**src/rtl/nexys_starship_ssd_scanner.sv**
```systemverilog
// Multiplexed N-digit seven-segment scanner with tear-free frame loading, dead time and blink.
// Optional macro SSD_BRIGHTNESS_EN adds a 4-bit brightness input that gates the anode within each slot.
module nexys_starship_ssd_scanner #(
    parameter int NUM_DIGITS  = 8,
    parameter int PRESCALE_W  = 14,
    parameter int DEAD_CYCLES = 4,
    parameter int BLINK_W     = 25,
    localparam int IDX_W      = (NUM_DIGITS > 1) ? $clog2(NUM_DIGITS) : 1
) (
    input  logic                    Clk,
    input  logic                    Reset,
    input  logic                    load,
    input  logic [4*NUM_DIGITS-1:0] digit_data,
    input  logic [NUM_DIGITS-1:0]   digit_en,
    input  logic [NUM_DIGITS-1:0]   dp_in,
    input  logic [NUM_DIGITS-1:0]   blink_mask,
`ifdef SSD_BRIGHTNESS_EN
    input  logic [3:0]              brightness,
`endif
    output logic [NUM_DIGITS-1:0]   an,
    output logic [7:0]              cathodes,
    output logic [IDX_W-1:0]        digit_idx,
    output logic                    pending
);

    typedef struct packed {
        logic [4*NUM_DIGITS-1:0] data;
        logic [NUM_DIGITS-1:0]   en;
        logic [NUM_DIGITS-1:0]   dp;
        logic [NUM_DIGITS-1:0]   blink;
    } frame_t;

    logic [PRESCALE_W-1:0] r_presc;
    logic [IDX_W-1:0]      r_idx;
    logic [BLINK_W-1:0]    r_blink_cnt;
    logic                  r_blink_phase;
    frame_t                r_active;
    frame_t                r_pend;
    logic                  r_pending;
    logic [NUM_DIGITS-1:0] r_an;
    logic [7:0]            r_cathodes;

    frame_t                w_in_frame;
    logic                  w_presc_tc;
    logic                  w_last_digit;
    logic                  w_boundary;
    logic [3:0]            w_nibble;
    logic                  w_dead;
    logic                  w_bright_ok;
    logic                  w_lit;
    logic [NUM_DIGITS-1:0] w_an_next;
    logic [7:0]            w_cath_next;

    function automatic logic [6:0] hex_to_seg(input logic [3:0] nib);
        logic [6:0] seg;
        unique case (nib)
            4'h0: seg = 7'b0000001;
            4'h1: seg = 7'b1001111;
            4'h2: seg = 7'b0010010;
            4'h3: seg = 7'b0000110;
            4'h4: seg = 7'b1001100;
            4'h5: seg = 7'b0100100;
            4'h6: seg = 7'b0100000;
            4'h7: seg = 7'b0001111;
            4'h8: seg = 7'b0000000;
            4'h9: seg = 7'b0000100;
            4'hA: seg = 7'b0001000;
            4'hB: seg = 7'b1100000;
            4'hC: seg = 7'b0110001;
            4'hD: seg = 7'b1000010;
            4'hE: seg = 7'b0110000;
            4'hF: seg = 7'b0111000;
            default: seg = 7'b1111111;
        endcase
        return seg;
    endfunction

    assign w_in_frame   = '{data: digit_data, en: digit_en, dp: dp_in, blink: blink_mask};
    assign w_presc_tc   = &r_presc;
    assign w_last_digit = (r_idx == IDX_W'(NUM_DIGITS - 1));
    assign w_boundary   = w_presc_tc & w_last_digit;

    // NOTE: sequential state uses non-blocking assignments so every register samples pre-edge values.
    always_ff @(posedge Clk) begin
        if (Reset) begin
            r_presc       <= '0;
            r_idx         <= '0;
            r_blink_cnt   <= '0;
            r_blink_phase <= 1'b0;
        end else begin
            r_presc     <= r_presc + PRESCALE_W'(1);
            r_blink_cnt <= r_blink_cnt + BLINK_W'(1);
            // Phase flips once per full counter period, i.e. every 2**BLINK_W cycles.
            if (&r_blink_cnt)
                r_blink_phase <= ~r_blink_phase;
            if (w_presc_tc)
                r_idx <= w_last_digit ? '0 : r_idx + IDX_W'(1);
        end
    end

    // NOTE: both frame stores are reset so a fresh power-up shows a fully blanked display.
    always_ff @(posedge Clk) begin
        if (Reset) begin
            r_active  <= '0;
            r_pend    <= '0;
            r_pending <= 1'b0;
        end else begin
            // Commit uses the old pending content; a same-cycle load waits for the next boundary.
            if (w_boundary && r_pending)
                r_active <= r_pend;
            if (load)
                r_pend <= w_in_frame;
            r_pending <= load | (r_pending & ~w_boundary);
        end
    end

    assign w_nibble = r_active.data[4*int'(r_idx) +: 4];
    assign w_dead   = (r_presc < PRESCALE_W'(DEAD_CYCLES));

`ifdef SSD_BRIGHTNESS_EN
    logic [PRESCALE_W+3:0] w_presc_ext;
    assign w_presc_ext = {r_presc, 4'b0000};
    assign w_bright_ok = (w_presc_ext[PRESCALE_W+3 -: 4] <= brightness);
`else
    assign w_bright_ok = 1'b1;
`endif

    assign w_lit = ~w_dead & w_bright_ok & r_active.en[r_idx]
                 & ~(r_active.blink[r_idx] & r_blink_phase);

    // NOTE: defaults first so no path through this block leaves a variable unassigned (no latch).
    always_comb begin
        w_an_next   = '1;
        w_cath_next = 8'hFF;
        if (w_lit) begin
            w_an_next[r_idx] = 1'b0;
            w_cath_next      = {hex_to_seg(w_nibble), ~r_active.dp[r_idx]};
        end
    end

    always_ff @(posedge Clk) begin
        if (Reset) begin
            r_an       <= '1;
            r_cathodes <= 8'hFF;
        end else begin
            r_an       <= w_an_next;
            r_cathodes <= w_cath_next;
        end
    end

    assign an        = r_an;
    assign cathodes  = r_cathodes;
    assign digit_idx = r_idx;
    assign pending   = r_pending;

endmodule
```
**config.mk**
```make
export PLATFORM = sky130hd
export DESIGN_NAME = nexys_starship_ssd_scanner
export DESIGN_NICKNAME = d
export VERILOG_FILES = /design/src/rtl/nexys_starship_ssd_scanner.sv
export SDC_FILE = /design/constraint.sdc
export NUM_CORES = 1
export LEC_CHECK = 0
export CAP_MARGIN = 20
export CORE_MARGIN = 2
export CORE_UTILIZATION = 55
export CTS_BUF_LIST = sky130_fd_sc_hd__clkbuf_4
export DETAILED_ROUTE_END_ITERATION = 7
export HOLD_SLACK_MARGIN = 0.12
export MAX_ROUTING_LAYER = met4
export PLACE_DENSITY = 0.76
export SLEW_MARGIN = 10
export SYNTH_ARGS = -nofsm -noshare
export SYNTH_HDL_FRONTEND = slang
export SYNTH_SLANG_ARGS = --single-unit
```
**constraint.sdc**
```tcl
create_clock -name Clk -period 4.4 [get_ports Clk]
set_input_delay 0.88 -clock Clk [delete_from_list [all_inputs] [get_ports Clk]]
set_output_delay 0.88 -clock Clk [all_outputs]
set_load 0.1 [all_outputs]
```
# Word level (Yosys, flattened, before mapping)
# Memory sizes are Yosys's and may differ from the RTL's. A register that Yosys moved wholly into a read port is not among the register bits.
# Cells that the tools add are included.
# totals
ff_bits	172
latch_bits	0
ramBits	0
rom_bits	112
output_inout_bits	20
mem_count	1
# memory_table
memory	words	word_bits	rd	rd_clocked_by_memory_dff	write_ports	line	source
(no name shown)	16	7	1	1	0	56	unique case (nib)
# classes
addsub	3
multipliers	0
div	0
order_cmp	3
eq_ne	1
shifts	1
n_mux	9
bitwise	13
n_reduce_logical	5
# ops
cell	count
$shiftx 32x6->4	1
$add 25x1->25 const B	1
$reduce_and 25->1	1
$add 14x1->14 const B	1
$lt 14x3->1 const B	1
$reduce_and 14->1	1
$bmux 1 s3	3
$not 8->8	1
$not 1->1	6
$and 1x1->1	5
$lt 3x4->1 const B	1
$mux 1	4
$add 3x1->3 const B	1
$demux 1 s3	1
$eq 3x3->1 const B	1
$ge 3x1->1 const B	1
$mux 3	1
$logic_and 1x1->1	2
$reduce_or 2->1	1
$or 1x1->1	1

# Depth between registers and ports, before layout
# logic_depth
depth_word	7
depth_mapped	11

# Worst setup path before layout
# Ideal clock, no wire load.
# synth_timing
path_type	flip-flop to flip-flop
startpoint	reg r_idx[1], in the netlist digit_idx[1]
endpoint	reg r_cathodes[4], in the netlist cathodes[4]
t_arrival_ns	2.991
required_ns	4.268
slack_ns	1.277
stages_incl_launch_ff	11
n_path_buf	3
synth_period_minus_slack_ns	3.123
path_cell_list	dfxtp_1 buf_4 buf_4 buf_4 mux4_2 mux2i_1 inv_1 ha_1 and2_1 nor3_1 o21ai_1
# synth_between
elab_chain_cells	7
word_cells_on_any_way	11
classes_between	1 x shift; 4 x mux; 5 x bitwise; 1 x reduce/logical
# synth_rtl
item	line	source
start, declared	34	logic [IDX_W-1:0] r_idx;
start signal, assigned	97	r_idx <= w_last_digit ? '0 : r_idx + IDX_W'(1);
$bmux 1 s3	129	& ~(r_active.blink[r_idx] & r_blink_phase);
$mux 1 (implied by the code)	129	
$and 1x1->1	129	
$not 1->1	129	
$and 1x1->1	129	
$not 1->1 (no source line)	-	
$reduce_or 2->1 (no source line)	-	
end, declared	41	logic [7:0] r_cathodes;
# Parallel ways exist; a longest one is shown, timed or not. The select of a mux whose other input is x is not followed.
# A chain may end at the register's enable or synchronous reset.

# Worst setup path in the final report
# layout_timing
startpoint	reg r_idx[2], in the netlist digit_idx[2]
endpoint	out digit_idx[2]
# layout_lines
item	line	source
end, declared	22	output logic [IDX_W-1:0] digit_idx,
# No word-level cell between the ends.

==> results.toml <==
[setup_path]
cp_max_fo = 21
arrival_ns = 2.73
cp_slowest_stage_delay_ns = 1.28
critPathSlowestCell = "clkdlybuf4s50_1"
startpoint_type = "flop"
crit_type = "reg2out"
worstPathCellList = "clkdlybuf4s50_1"
crit_required_ns = 3.52
path_buf_inv = 1
crit_family = "buffers and inverters"
critPathCaptureType = "output pin"

[sta]
worstMarginPinSlew_ns = 1.02
hold_viol = 0
rsz0062_at_grt = "false"
finalCriticalPeriod_ns = 3.61
setup_viol = 0
fin_crit_sh = 0.821
hold_slack_ns = 0.459
max_freq_mhz = 277
clock_skew_ns = 0.0160
relSlewSlack = 0.320
maxSlewViolCount = 0
setup_tns_ns = 0

[clocking]
cts_tree = "done"
clock-sinks = 172
cts_htree_levels = 4
clkTransAtPathRegs_ns = 0.13
cts_made_buffers = 17
clock_path_buffers = 2
post_cts_buffers = 0
hold_buffers = 0
clock_latency_ns = 0.55
cts-root-buf = "clkbuf_4"
post_cts_resized = 0

[die]
die_y_um = 117
coreArea_um2 = 12500
num_io_pins = 79
die_w_um = 117
die-area_um2 = 13600
row_count = 41
initial_core_util = 0.557

[yosys]
syn_inst = 695
yosysSeqAreaShare = 0.494
synth.cell_area_um2 = 6970
yosys-top-cells-area = "dfxtp_1, mux2i_1, nor2_1, mux4_2, xor2_1"
synth_compound_area_frac = 0.0368
synth.distinct_cells = 48
async_flop_share = 0
synth_edf_count = 0
syn_nets = 764
yosys.area_share.simple = 0.165
synth_top_area_cell = "dfxtp_1"
yosysWarnings = 0
avgSynthCellArea_um2 = 10.0
synth_top_area_share = 0.494
synth_fa_ha_area_frac = 0.0179
ys_seq_elements = 172
synth_ff_type = "dfxtp_1"
synth_top_family_by_area = "multiplexers"
post_synth_xor_area_fraction = 0.0377
synthMuxAreaShare = 0.208

[global_routing]
grt_use_total = 0.217
grt_max_degree = 121
antenna_found_initial = 1
grt_pass1_vias = 4791
grt_pass1_wl_mm = 22.3
grt-ovfl-total = 0

[cells_and_area]
final_cell_mix = "dfxtp_1, nor2_1, mux2i_1"
drive_gt1_frac = 0.0707
fill_cells = 1055
area.growth.synth_to_final_pct = 15.5
fin_area_um2 = 8060
fin_nets = 822
layout_commonest_cell = "dfxtp_1"

[power_and_ir_drop]
p_per_area_nw_per_um2 = 332
max-vdd-ir-drop_uv = 190
total_power_mw = 2.67
p_leak_nw = 3.50

[flow_run]
cap_violations = 0

[route]
avgRoutedWirePerCell_um = 14.4
drtPass1Iterations = 4
vias = 4946
vias_per_cell = 5.28
drtIter0Drc = 322
ant_nets = 0
routed_wl_mm = 13.5
drc = 0

[place]
post-dp-hpwl_mm = 9.04
gp_congestion = 0.786
port_buffers = 78
place_area_um2 = 7750

[hold_path]
hold_class = "reg2reg"

[outcome]
status = "finished, final reports clean"
==> worst register-to-register path, stage by stage (launching register included) <==
cell	delay (ns)
dfxtp_1	0.61
and2_1	0.28
mux4_2	0.44
mux2i_1	0.47
inv_1	0.20
ha_1	0.30
and2_1	0.18
o21bai_1	0.14
nand4_1	0.11
==> where the power goes <==
part           switching (mW)  total [mW]  internal (mW)
combinational          0.0702       0.156         0.0858
clock                   0.492       0.901          0.409
sequential             0.0219        1.61           1.59
==> state kept, by name (all words and copies together), names as in the netlist <==
signal / flops
r_blink_phase: 1
digit_idx: 3
r_active: 56
an: 8
r_blink_cnt: 25
pending: 1
cathodes: 8
r_pend: 56
r_presc: 14
==> Yosys cell counts (2+ instances only) <==
cell / count
xnor2_1: 14
nor2_1: 161
ha_1: 10
o211ai_1: 4
buf_1: 4
and4_1: 3
or3_1: 8
a211oi_1: 2
inv_2: 2
xor2_1: 16
clkbuf_1: 19
o221ai_1: 2
inv_1: 10
buf_6: 6
nand4_1: 9
nor4_1: 4
nand3_1: 22
buf_2: 9
dfxtp_1: 172
nor2b_1: 6
mux4_2: 9
and2_1: 7
mux2i_1: 123
a311oi_1: 2
a21oi_1: 11
and3_1: 2
o21ai_0: 7
nor3_1: 8
nand2_1: 19
buf_4: 6
==> through the flow <==
stage	worst slack (ns)	instances	utilization
floorplan	1.28	695	-
global placement	1.40	905	0.619
detailed placement	1.37	905	0.619
CTS	0.729	935	0.642
global route	0.647	937	0.644
finish	0.789	937	0.644
==> final cells by class <==
class / count / area, um^2 / area share
clock buffers: 21 / 158 / 0.0196
multi-input cells: 467 / 3250 / 0.403
clock inverters: 9 / 123 / 0.0152
well taps: 172 / 215 / 0.0267
diodes: 1 / 2.50 / 0.000311
inverters: 12 / 45.0 / 0.00559
repair buffers: 83 / 821 / 0.102
flip-flops and latches: 172 / 3440 / 0.427
==> layer usage <==
metal	part of all wire	global-route usage
met5	0	-
met2	0.50	0.366
met1	0.44	0.253
met3	0.038	0.0467
met4	0.023	0.0871
==> worst paths after layout <==
path | start | end | slack, ns | cells after the start
setup / recovery | digit_idx[2] | digit_idx[2] | 0.79 | 1
hold / removal | r_presc[0] | r_presc[0] | 0.46 | 1
setup reg to reg | digit_idx[2] | cathodes[7] | 1.51 | 8
hold reg to reg | r_presc[0] | r_presc[0] | 0.46 | 1
==> cell families (layout without fill, tap and decap cells) <==
family | count (synthesis) | after routing
AO/OA/AOI/OAI | 37 | 37
XOR/XNOR | 30 | 30
adder cells (fa/ha/maj) | 10 | 10
buffers and inverters | 56 | 125
flip-flops | 172 | 172
multiplexers | 133 | 133
other | 0 | 1
AND/OR/NAND/NOR | 257 | 257
Power figures use the tool's default switching activity.
